`config.mk`:
```
export PLATFORM = sky130hd
export DESIGN_NAME = mouse_frame_latch
export DESIGN_NICKNAME = d
export VERILOG_FILES = /design/src/rtl/snake_pkg.sv /design/src/rtl/mouse_clamp.sv /design/src/rtl/mouse_frame_latch.sv
export SDC_FILE = /design/constraint.sdc
export NUM_CORES = 1
export LEC_CHECK = 0
export CORE_MARGIN = 2
export CORE_UTILIZATION = 45
export CTS_CLUSTER_SIZE = 40
export DETAILED_ROUTE_END_ITERATION = 8
export PLACE_DENSITY = 0.79
export SYNTH_ARGS = -nofsm -noshare
export SYNTH_HDL_FRONTEND = slang
export SYNTH_SLANG_ARGS = --single-unit
```
`constraint.sdc`:
```
create_clock -name clk -period 1.45 [get_ports clk]
set_input_delay 0.2175 -clock clk [delete_from_list [all_inputs] [get_ports clk]]
set_output_delay 0.2175 -clock clk [all_outputs]
set_load 0.005 [all_outputs]
```
`src/rtl/snake_pkg.sv`:
```
// Shared display constants and pointer-latch FSM encoding for the snake game
// video pipeline.
package snake_pkg;

  localparam int unsigned COORD_W    = 12;
  localparam int unsigned H_ACTIVE   = 1024;
  localparam int unsigned V_ACTIVE   = 768;
  localparam int unsigned CELL_SHIFT = 4;

  typedef enum logic {
    IDLE    = 1'b0,
    PENDING = 1'b1
  } latch_state_e;

endpackage

```
`src/rtl/mouse_clamp.sv`:
```
// Clamps one raw pointer coordinate to the visible range and derives the
// snake-grid cell index from the clamped value.
module mouse_clamp
  import snake_pkg::*;
#(
  parameter int unsigned LIMIT = H_ACTIVE
) (
  input  logic [11:0] raw_i,
  output logic [11:0] clamped_o,
  output logic [11:0] cell_o
);

  localparam logic [11:0] MAX_COORD = 12'(LIMIT - 1);

  // NOTE: every output of a combinational block is assigned on every path, so no latch is inferred.
  always_comb begin
    clamped_o = (raw_i > MAX_COORD) ? MAX_COORD : raw_i;
    cell_o    = clamped_o >> CELL_SHIFT;
  end

endmodule

```
`src/rtl/mouse_frame_latch.sv`:
```
// Holds the latest mouse sample in a shadow register and commits it, clamped,
// once per frame at vertical-blank onset; also emits a per-frame click pulse.
module mouse_frame_latch
  import snake_pkg::*;
(
  input  logic        clk,
  input  logic        rst_n,
  input  logic [11:0] mouse_x_i,
  input  logic [11:0] mouse_y_i,
  input  logic        mouse_valid_i,
  input  logic        mouse_left_i,
  input  logic        vblnk_i,
  output logic [11:0] x_o,
  output logic [11:0] y_o,
  output logic [11:0] cell_x_o,
  output logic [11:0] cell_y_o,
  output logic        click_o
);

  latch_state_e state_q, state_d;
  logic [11:0]  shadow_x_q, shadow_y_q;
  logic [11:0]  x_q, y_q, cell_x_q, cell_y_q;
  logic         vblnk_q, prev_left_q, press_q, press_d, click_q;
  logic         vblank_rise, press_edge, commit;
  logic [11:0]  clamp_x, clamp_y, clamp_cell_x, clamp_cell_y;

  assign vblank_rise = vblnk_i & ~vblnk_q;
  assign press_edge  = mouse_valid_i & mouse_left_i & ~prev_left_q;

  mouse_clamp #(.LIMIT(H_ACTIVE)) u_clamp_x (
    .raw_i     (shadow_x_q),
    .clamped_o (clamp_x),
    .cell_o    (clamp_cell_x)
  );

  mouse_clamp #(.LIMIT(V_ACTIVE)) u_clamp_y (
    .raw_i     (shadow_y_q),
    .clamped_o (clamp_y),
    .cell_o    (clamp_cell_y)
  );

  // NOTE: sequential state uses non-blocking assignments so every register samples pre-edge values.
  always_ff @(posedge clk or negedge rst_n) begin
    if (!rst_n) begin
      state_q <= IDLE;
    end else begin
      state_q <= state_d;
    end
  end

  // A new sample always (re)arms the latch, even in the commit cycle, so it lands next frame.
  always_comb begin
    state_d = state_q;
    if (mouse_valid_i) begin
      state_d = PENDING;
    end else if (state_q == PENDING && vblank_rise) begin
      state_d = IDLE;
    end
  end

  always_comb begin
    commit = (state_q == PENDING) && vblank_rise;
  end

  // Clear-then-set ordering keeps a press in the blank-onset cycle for the next frame.
  always_comb begin
    press_d = press_q;
    if (vblank_rise) begin
      press_d = 1'b0;
    end
    if (press_edge) begin
      press_d = 1'b1;
    end
  end

  always_ff @(posedge clk or negedge rst_n) begin
    if (!rst_n) begin
      vblnk_q     <= 1'b0;
      shadow_x_q  <= '0;
      shadow_y_q  <= '0;
      prev_left_q <= 1'b0;
      press_q     <= 1'b0;
      click_q     <= 1'b0;
      x_q         <= '0;
      y_q         <= '0;
      cell_x_q    <= '0;
      cell_y_q    <= '0;
    end else begin
      vblnk_q <= vblnk_i;
      press_q <= press_d;
      click_q <= vblank_rise & press_q;
      if (mouse_valid_i) begin
        shadow_x_q  <= mouse_x_i;
        shadow_y_q  <= mouse_y_i;
        prev_left_q <= mouse_left_i;
      end
      if (commit) begin
        x_q      <= clamp_x;
        y_q      <= clamp_y;
        cell_x_q <= clamp_cell_x;
        cell_y_q <= clamp_cell_y;
      end
    end
  end

  assign x_o      = x_q;
  assign y_o      = y_q;
  assign cell_x_o = cell_x_q;
  assign cell_y_o = cell_y_q;
  assign click_o  = click_q;

endmodule

```
==> results.sh, run 1 <==
export IMPL_max_stage_delay_ps=510
export IMPL_routedWlPerCell_um=13.52
export IMPL_clock_sinks=53
export IMPL_required_ps=1230
export IMPL_wl_met1_um=1830
export IMPL_grt_overflow_total=0
export IMPL_mostFrequentLayoutCell="dfrtp_1"
export IMPL_crit_chain="clkdlybuf4s50_1"
export IMPL_worstPathMaxFanout=3
export IMPL_filler_cell_count=414
export IMPL_clkPwrFrac_pct=24.2
export IMPL_drc=0
export IMPL_io_pins=78
export IMPL_arrival_ps=1190
export IMPL_leakage_nw=1.460
export IMPL_grt_pass1_vias=1371
export IMPL_p_int_mw=2.460
export IMPL_portBuffers=69
export IMPL_ys_top_cells_by_area="dfrtp_1 (57%), mux2_2 (14%), buf_4 (8.1%), mux2_4 (5.2%), o32a_1 (3.5%)"
export IMPL_grt_max_degree=54
export IMPL_top_layer="met4"
export IMPL_drt_vias_per_instance=4.693
export IMPL_p_sw_share_pct=23.31
export IMPL_cp_end_kind="output pin"
export IMPL_stdcell_count=306
export IMPL_avgSynthCellArea_um2=14.03
export IMPL_dpl_cell_count=286
export IMPL_final_cell_mix="dfrtp_1 (53), clkdlybuf4s50_1 (51), mux2_2 (28)"
export IMPL_period_minus_slack_ps=1412
export IMPL_yosys_warnings=0
export IMPL_slew_violations=0
export IMPL_dieWidth_um=75.72
export IMPL_crit_family="buffers and inverters"
export IMPL_clk_latency_ps=300
export IMPL_via_count=1436
export IMPL_cts_max_level=2
export IMPL_powerDensity_nw_per_um2=1015
export IMPL_pre_cts_slack_ps=-146.4
export IMPL_comb_power_share_pct=21.8
export IMPL_core_area_um2=5042
export IMPL_clkTransAtPathRegs_ps=90
export IMPL_finalInstanceArea_um2=3162
export IMPL_num_antenna_cells=0
export IMPL_finalNetCount=264
export IMPL_synth_top_area_share_pct=57.30
export IMPL_fp_dieArea_um2=5734
export IMPL_finalPower_mw=3.208
export IMPL_ir_worst_vdd_mv=0.6603
export IMPL_clock_fmax_mhz=708.1
export IMPL_place_gp_congestion=0.7185
export IMPL_finalHoldViolCount=0
export IMPL_ant_nets=0
export IMPL_hold_depth=1
export IMPL_cp_num_cells=1
export IMPL_crit_start="y_o[6]$_DFFE_PN0P_"
export IMPL_cap_violations=0
export IMPL_p_switching_mw=0.7478
export IMPL_die_h_um=75.72
export IMPL_synth_seq_area_share_pct=57.30
export IMPL_slowest_stage="clkdlybuf4s50_1"
export IMPL_cts_root_buf="clkbuf_8"
export IMPL_syn_cell_area_um2=2315
export IMPL_cts_buffer_depth=2
export IMPL_wl_met2_um=2022
export IMPL_numCtsBuffers=5
export IMPL_routed_wl_met3_um=219
export IMPL_first_iter_violations=61
export IMPL_antenna_found_initial=0
export IMPL_timing_critical_path_buf_inv=1
export IMPL_synthCells=165
export IMPL_drt_wl_total_um=4136
export IMPL_dpl_instance_area_um2=2954
export IMPL_setup_ws_ps=37.85
export IMPL_rows=26
export IMPL_hp_start="vblnk_i"
export IMPL_synthDistinctLibCells=24
export IMPL_synthToLayoutAreaGrowth_pct=36.59
export IMPL_finClkSkew_ps=9.545
export IMPL_setup_viol=0
export IMPL_dp_hpwl_um=2851
export IMPL_crit_type="reg2out"
export IMPL_period_share_pct=97.39
export IMPL_grt_usage_pct=15.95
export IMPL_r2r_cells=2
export IMPL_status="finished, final reports clean"
export IMPL_drive_gt1_share_pct=25.85
export IMPL_regToRegStartpoint="shadow_y_q[9]$_DFFE_PN0P_"
export IMPL_yosys_register_bits=53
export IMPL_holdWs_ps=436.8
export IMPL_initial_core_util_pct=45.91
export IMPL_grt_pass1_wl_um=6693
export IMPL_drt_pass1_iter_count=4
export IMPL_holdCritPathClass="in2reg"
export IMPL_start_kind="flop"
export IMPL_seq_power_share_pct=54.0
export IMPL_cts_tree="built"
export IMPL_synth_top_cell_by_area="dfrtp_1"
==> repair_timing <==
| item | 4_1_cts | 5_1_grt |
|---|---|---|
| setup endpoints to repair | 3 | 26 |
| hold buffers | 1 | 0 |
| resized for setup | 2 | 15 |
| endpoints found under the hold margin | 53 | 0 |
| buffers inserted | 1 | 10 |
| pin swaps | 0 | 0 |
==> registers in the layout (all words and copies together) (netlist names) <==
name	cells
click_o	1
press_q	1
prev_left_q	1
shadow_x_q	12
shadow_y_q	12
state_q	1
vblnk_q	1
x_o	12
y_o	12
==> cell usage after synthesis <==
library cell  number
buf_2              3
o32a_1             8
conb_1             1
mux2_4             8
buf_6              1
mux2_2            28
buf_12             1
or2b_1             8
and3b_1            1
buf_4             25
clkbuf_1           3
nand2b_1           1
nor2_1             1
o21ai_0            1
inv_1              2
a211o_1            1
and2b_1            1
nand2_1            1
nor4b_1            1
a21o_1             1
nor2b_1            3
o2bb2ai_1          1
or3_1             11
dfrtp_1           53
==> final cells by class <==
type                            instances  area, um2  area share [%]
Tap cell                               70      87.58           2.770
Sequential cell                        53       1326           41.95
Clock buffer                            8      80.08           2.533
Multi-Input combinational cell         84      762.0           24.10
Inverter                                2      7.507          0.2374
Timing Repair Buffer                   89      898.4           28.41
==> power groups by stage <==
stage | clock [mW] | combinational, mW | sequential [mW]
after global placement | 0 | 0.648 | 1.77
after CTS | 0.804 | 0.663 | 1.74
after global routing | 0.865 | 0.765 | 1.76
after floorplan | 0 | 0.350 | 1.74
after detailed placement | 0 | 0.661 | 1.77
final | 0.776 | 0.698 | 1.73
==> per-layer routing <==
| metal | GRT usage, % | up-vias |
|---|---|---|
| li1 | - | 686 |
| met1 | 21.94 | 699 |
| met2 | 24.54 | 46 |
| met3 | 4.101 | 5 |
| met4 | 5.848 | 0 |
| met5 | 0 | - |
==> path summary, 6_finish.rpt <==
| path | endpoint | slack [ps] |
|---|---|---|
| max in group asynchronous | shadow_x_q[2]$_DFFE_PN0P_ | 750 |
| worst min register to register | press_q$_DFFE_PN0P_ | 460 |
| worst max register to register | y_o[2]$_DFFE_PN0P_ | 150 |
| min in group asynchronous | shadow_y_q[1]$_DFFE_PN0P_ | 450 |
| worst max-delay path | cell_y_o[2] | 40 |
| worst min-delay path | vblnk_q$_DFF_PN0_ | 440 |
==> cell families (layout without fill, tap and decap cells) <==
| kind of cell | count (synthesis) | in the layout | synth area share (%) |
|---|---|---|---|
| buffers and inverters | 35 | 99 | 10.92 |
| other | 1 | 8 | 0.1620 |
| muxes | 36 | 36 | 18.81 |
| AOI/OAI and AO/OA | 12 | 12 | 4.757 |
| and+or+nand+nor | 28 | 28 | 8.055 |
| DFF | 53 | 53 | 57.30 |
==> through the flow <==
step / setup TNS, ps / utilization [%]
final: 0 / 62.70
after global routing: -13.72 / 62.70
after CTS: 0 / 60.47
after detailed placement: -1550 / 58.59
after global placement: -1326 / 58.59
after floorplan: 0 / -
Note: power is estimated with default switching activity, not from simulation.
==> run 2: changes to the inputs <==
- CORE_MARGIN: 2 -> not set
- PLACE_DENSITY: 0.79 -> 0.84
==> run 2 against run 1 <==
Against the previous run: die area shrank 5.2%; total power grew 0.87%; global-route usage grew 1.1 points; critical endpoint is now cell_y_o[1]; largest cell class unchanged.
==> results.sh, run 2 (synthesis results as in run 1) <==
export IMPL_status="finished, final reports clean"
export IMPL_slowest_stage="clkdlybuf4s50_1"
export IMPL_drt_pass1_iter_count=4
export IMPL_drive_gt1_share_pct=27.92
export IMPL_via_count=1454
export IMPL_cts_buffer_depth=2
export IMPL_routed_wl_met3_um=192
export IMPL_powerDensity_nw_per_um2=1015
export IMPL_period_share_pct=97.87
export IMPL_max_stage_delay_ps=510
export IMPL_clk_latency_ps=300
export IMPL_cts_max_level=2
export IMPL_wl_met2_um=2086
export IMPL_mostFrequentLayoutCell="dfrtp_1"
export IMPL_drt_vias_per_instance=4.736
export IMPL_wl_met1_um=1828
export IMPL_synthToLayoutAreaGrowth_pct=37.73
export IMPL_grt_usage_pct=17.03
export IMPL_grt_pass1_vias=1436
export IMPL_io_pins=78
export IMPL_slew_violations=0
export IMPL_holdWs_ps=422.4
export IMPL_antenna_found_initial=0
export IMPL_setup_viol=0
export IMPL_finalInstanceArea_um2=3188
export IMPL_required_ps=1230
export IMPL_crit_chain="clkdlybuf4s50_1"
export IMPL_dieWidth_um=73.72
export IMPL_grt_pass1_wl_um=6741
export IMPL_cts_root_buf="clkbuf_8"
export IMPL_leakage_nw=1.469
export IMPL_num_antenna_cells=0
export IMPL_post_route_util_pct=65.75
export IMPL_ir_worst_vdd_mv=0.6300
export IMPL_first_iter_violations=81
export IMPL_portBuffers=69
export IMPL_dpl_cell_count=284
export IMPL_clkTransAtPathRegs_ps=90
export IMPL_timing_critical_path_buf_inv=1
export IMPL_crit_type="reg2out"
export IMPL_grt_overflow_total=0
export IMPL_routedWlPerCell_um=13.64
export IMPL_final_cell_mix="dfrtp_1 (53), clkdlybuf4s50_1 (47), mux2_2 (28)"
export IMPL_fin_tns_setup_ps=0
export IMPL_start_kind="flop"
export IMPL_arrival_ps=1200
export IMPL_cts_tree="built"
export IMPL_initial_core_util_pct=47.74
export IMPL_fp_dieArea_um2=5435
export IMPL_place_gp_congestion=0.7176
export IMPL_period_minus_slack_ps=1419
export IMPL_core_area_um2=4848
export IMPL_holdCritPathClass="in2reg"
export IMPL_finalHoldViolCount=0
export IMPL_worstPathMaxFanout=3
export IMPL_numCtsBuffers=5
export IMPL_finClkSkew_ps=7.713
export IMPL_dp_hpwl_um=2904
export IMPL_drc=0
export IMPL_grt_max_degree=32
export IMPL_stdcell_count=307
export IMPL_cp_end_kind="output pin"
export IMPL_rows=25
export IMPL_cap_violations=0
export IMPL_clock_fmax_mhz=704.7
export IMPL_clock_sinks=53
export IMPL_drt_wl_total_um=4187
export IMPL_dpl_instance_area_um2=2945
export IMPL_crit_family="buffers and inverters"
export IMPL_finalNetCount=268
export IMPL_die_h_um=73.72
export IMPL_ant_nets=0
export IMPL_top_layer="met4"
## run 2: per-layer routing
| metal | GRT usage [%] | vias up |
|---|---|---|
| li1 | - | 684 |
| met1 | 21.76 | 717 |
| met2 | 26.81 | 47 |
| met3 | 4.664 | 6 |
| met4 | 8.120 | 0 |
| met5 | 0 | - |
## run 2: area by class of cell
type                       count  area, um2
sequential                    53       1326
inverter                       2      7.507
clock inverter                 2      10.01
fill                         383       1660
multi-input combinational     84      762.0
clock buffer                   6      72.57
timing repair buffer          93      925.9
tap                           67      83.83
## run 2: path summary, 6_finish.rpt
| check | slack [ps] | start | depth (start not counted) | end |
|---|---|---|---|---|
| setup / recovery | 30 | y_o[5]$_DFFE_PN0P_ | 1 | cell_y_o[1] |
| hold / removal | 420 | vblnk_i | 1 | vblnk_q$_DFF_PN0_ |
| setup reg to reg | 120 | shadow_y_q[9]$_DFFE_PN0P_ | 2 | y_o[1]$_DFFE_PN0P_ |
| hold reg to reg | 460 | prev_left_q$_DFFE_PN0P_ | 1 | press_q$_DFFE_PN0P_ |
| max in group asynchronous | 690 | rst_n | 3 | x_o[8]$_DFFE_PN0P_ |
| min in group asynchronous | 430 | rst_n | 3 | x_o[3]$_DFFE_PN0P_ |
## run 2: power breakdown
part	internal [mW]	total [mW]	switching [mW]
Combinational	0.493	0.711	0.218
Sequential	1.63	1.73	0.103
Clock	0.335	0.791	0.456
## run 2: metrics by stage
| step | worst slack [ps] | power (mW) |
|---|---|---|
| floorplan | 181.2 | 2.092 |
| global placement | -86.99 | 2.407 |
| detailed placement | -111.4 | 2.427 |
| CTS | 0.9884 | 3.228 |
| global route | -22.32 | 3.409 |
| finish | 30.91 | 3.236 |
## run 2: timing repair
item	4_1_cts	5_1_grt
setup endpoints to repair	5	29
hold buffers	1	0
resized for setup	2	19
buffers inserted	2	12
hold endpoints to repair	53	0
==> run 3: changes to the inputs <==
- CAP_MARGIN: not set -> 25
- CORE_ASPECT_RATIO: not set -> 2
==> run 3 against run 2 <==
Against the previous run: global-route usage down 0.59 points; critical path depth unchanged; largest power group unchanged; critical path type unchanged; highest routed layer unchanged; core utilization down 1.9 points.
==> results.sh, run 3 (synthesis results as in run 1) <==
export IMPL_drc=0
export IMPL_leakage_nw=1.361
export IMPL_worstPathMaxFanout=2
export IMPL_drt_pass1_iter_count=3
export IMPL_initial_core_util_pct=47.15
export IMPL_grt_overflow_total=0
export IMPL_crit_family="buffers and inverters"
export IMPL_drt_vias_per_instance=5.010
export IMPL_antenna_found_initial=0
export IMPL_rows=36
export IMPL_pre_cts_slack_ps=-146.6
export IMPL_setup_viol=0
export IMPL_hp_start="vblnk_i"
export IMPL_die_h_um=103.4
export IMPL_ir_worst_vdd_mv=1.005
export IMPL_cp_end_kind="output pin"
export IMPL_finalInstanceArea_um2=3136
export IMPL_regToRegStartpoint="shadow_y_q[9]$_DFFE_PN0P_"
export IMPL_holdCritPathClass="in2reg"
export IMPL_portBuffers=69
export IMPL_crit_type="reg2out"
export IMPL_clkTransAtPathRegs_ps=90
export IMPL_hold_depth=1
export IMPL_dpl_instance_area_um2=2925
export IMPL_start_kind="flop"
export IMPL_max_stage_delay_ps=520
export IMPL_cts_buffer_depth=2
export IMPL_status="finished, final reports clean"
export IMPL_mostFrequentLayoutCell="clkdlybuf4s50_1"
export IMPL_routedWlPerCell_um=14.16
export IMPL_timing_critical_path_buf_inv=1
export IMPL_grt_max_degree=29
export IMPL_crit_chain="clkdlybuf4s50_1"
export IMPL_dpl_cell_count=273
export IMPL_grt_usage_pct=16.43
export IMPL_grt_pass1_wl_um=6423
export IMPL_clock_fmax_mhz=709.0
export IMPL_fp_dieArea_um2=5452
export IMPL_io_pins=78
export IMPL_stdcell_count=290
export IMPL_slew_violations=0
export IMPL_synthToLayoutAreaGrowth_pct=35.46
export IMPL_numCtsBuffers=5
export IMPL_arrival_ps=1190
export IMPL_num_antenna_cells=0
export IMPL_cp_num_cells=1
export IMPL_setup_ws_ps=39.65
export IMPL_slowest_stage="clkdlybuf4s50_1"
export IMPL_cts_tree="built"
export IMPL_filler_cell_count=365
export IMPL_cts_max_level=2
export IMPL_dieWidth_um=52.72
export IMPL_required_ps=1230
export IMPL_cap_violations=0
export IMPL_powerDensity_nw_per_um2=1098
export IMPL_clk_latency_ps=310
export IMPL_period_minus_slack_ps=1410
export IMPL_first_iter_violations=16
export IMPL_period_share_pct=97.27
export IMPL_drive_gt1_share_pct=25.75
export IMPL_core_area_um2=4910
export IMPL_finalNetCount=261
export IMPL_drt_wl_total_um=4105
export IMPL_ant_nets=0
export IMPL_crit_start="x_o[0]$_DFFE_PN0P_"
export IMPL_place_gp_congestion=0.6662
export IMPL_holdWs_ps=425.4
export IMPL_grt_pass1_vias=1395
export IMPL_r2r_cells=2
export IMPL_via_count=1453
export IMPL_dp_hpwl_um=2936
export IMPL_clock_sinks=53
export IMPL_cts_root_buf="clkbuf_8"
export IMPL_final_cell_mix="clkdlybuf4s50_1 (57), dfrtp_1 (53), mux2_2 (28)"
export IMPL_finalHoldViolCount=0
export IMPL_finClkSkew_ps=12.29
-- run 3: cell types whose count changed in the layout (fill, tap and decap cells not counted), sizes merged --
cell and delta:
bufinv +1, clkinv -2, clkdlybuf4s50 +10, buf -7, clkbuf +1, dlymetal6s2s -9
dlygate4sd2 -1
-- run 3: final timing paths --
path | to | slack (ps)
setup / recovery | x_o[0] | 40
min in group asynchronous | x_o[6]$_DFFE_PN0P_ | 450
hold reg to reg | press_q$_DFFE_PN0P_ | 450
max in group asynchronous | x_o[11]$_DFFE_PN0P_ | 720
hold / removal | vblnk_q$_DFF_PN0_ | 430
setup reg to reg | y_o[0]$_DFFE_PN0P_ | 130
-- run 3: cell type report --
cell class                      count  area (um2)  share of cell area, %
Sequential cell                    53        1326                  42.30
Clock buffer                        7       86.33                  2.753
Multi-Input combinational cell     84       762.0                  24.30
Timing Repair Buffer               86       852.1                  27.17
Inverter                            2       7.507                 0.2394
Tap cell                           57       71.32                  2.275
Clock inverter                      1       30.03                 0.9577
-- run 3: timing repair --
action / CTS / global route
gates resized for setup: 1 / 10
hold buffers: 1 / 0
cloned: 0 / 0
endpoints found under the hold margin: 53 / 0
endpoints found under the setup margin: 1 / 21
setup buffers: 0 / 8
-- run 3: power breakdown --
group,total (mW),internal [mW],leakage [nW],switching (mW)
sequential,1.73,1.63,0.591,0.103
combinational,0.688,0.481,0.712,0.207
clock,1.02,0.563,0.0585,0.460
-- run 3: layer usage --
layer	up-vias	track usage, %	part of all wire (%)
met3	7	3.801	5.6
met1	722	17.88	37
met2	54	28.43	56
met4	0	9.109	2.3
li1	670	-	-
met5	-	0	0
-- run 3: metrics by stage --
stage                     total power [mW]  TNS (ps)  utilization, %
after global placement               2.399    -885.0           59.58
after floorplan                      2.092         0               -
final                                3.444         0           63.86
after detailed placement             2.424     -1933           59.58
after CTS                            3.459         0           62.13
after global routing                 3.608    -18.89           63.86
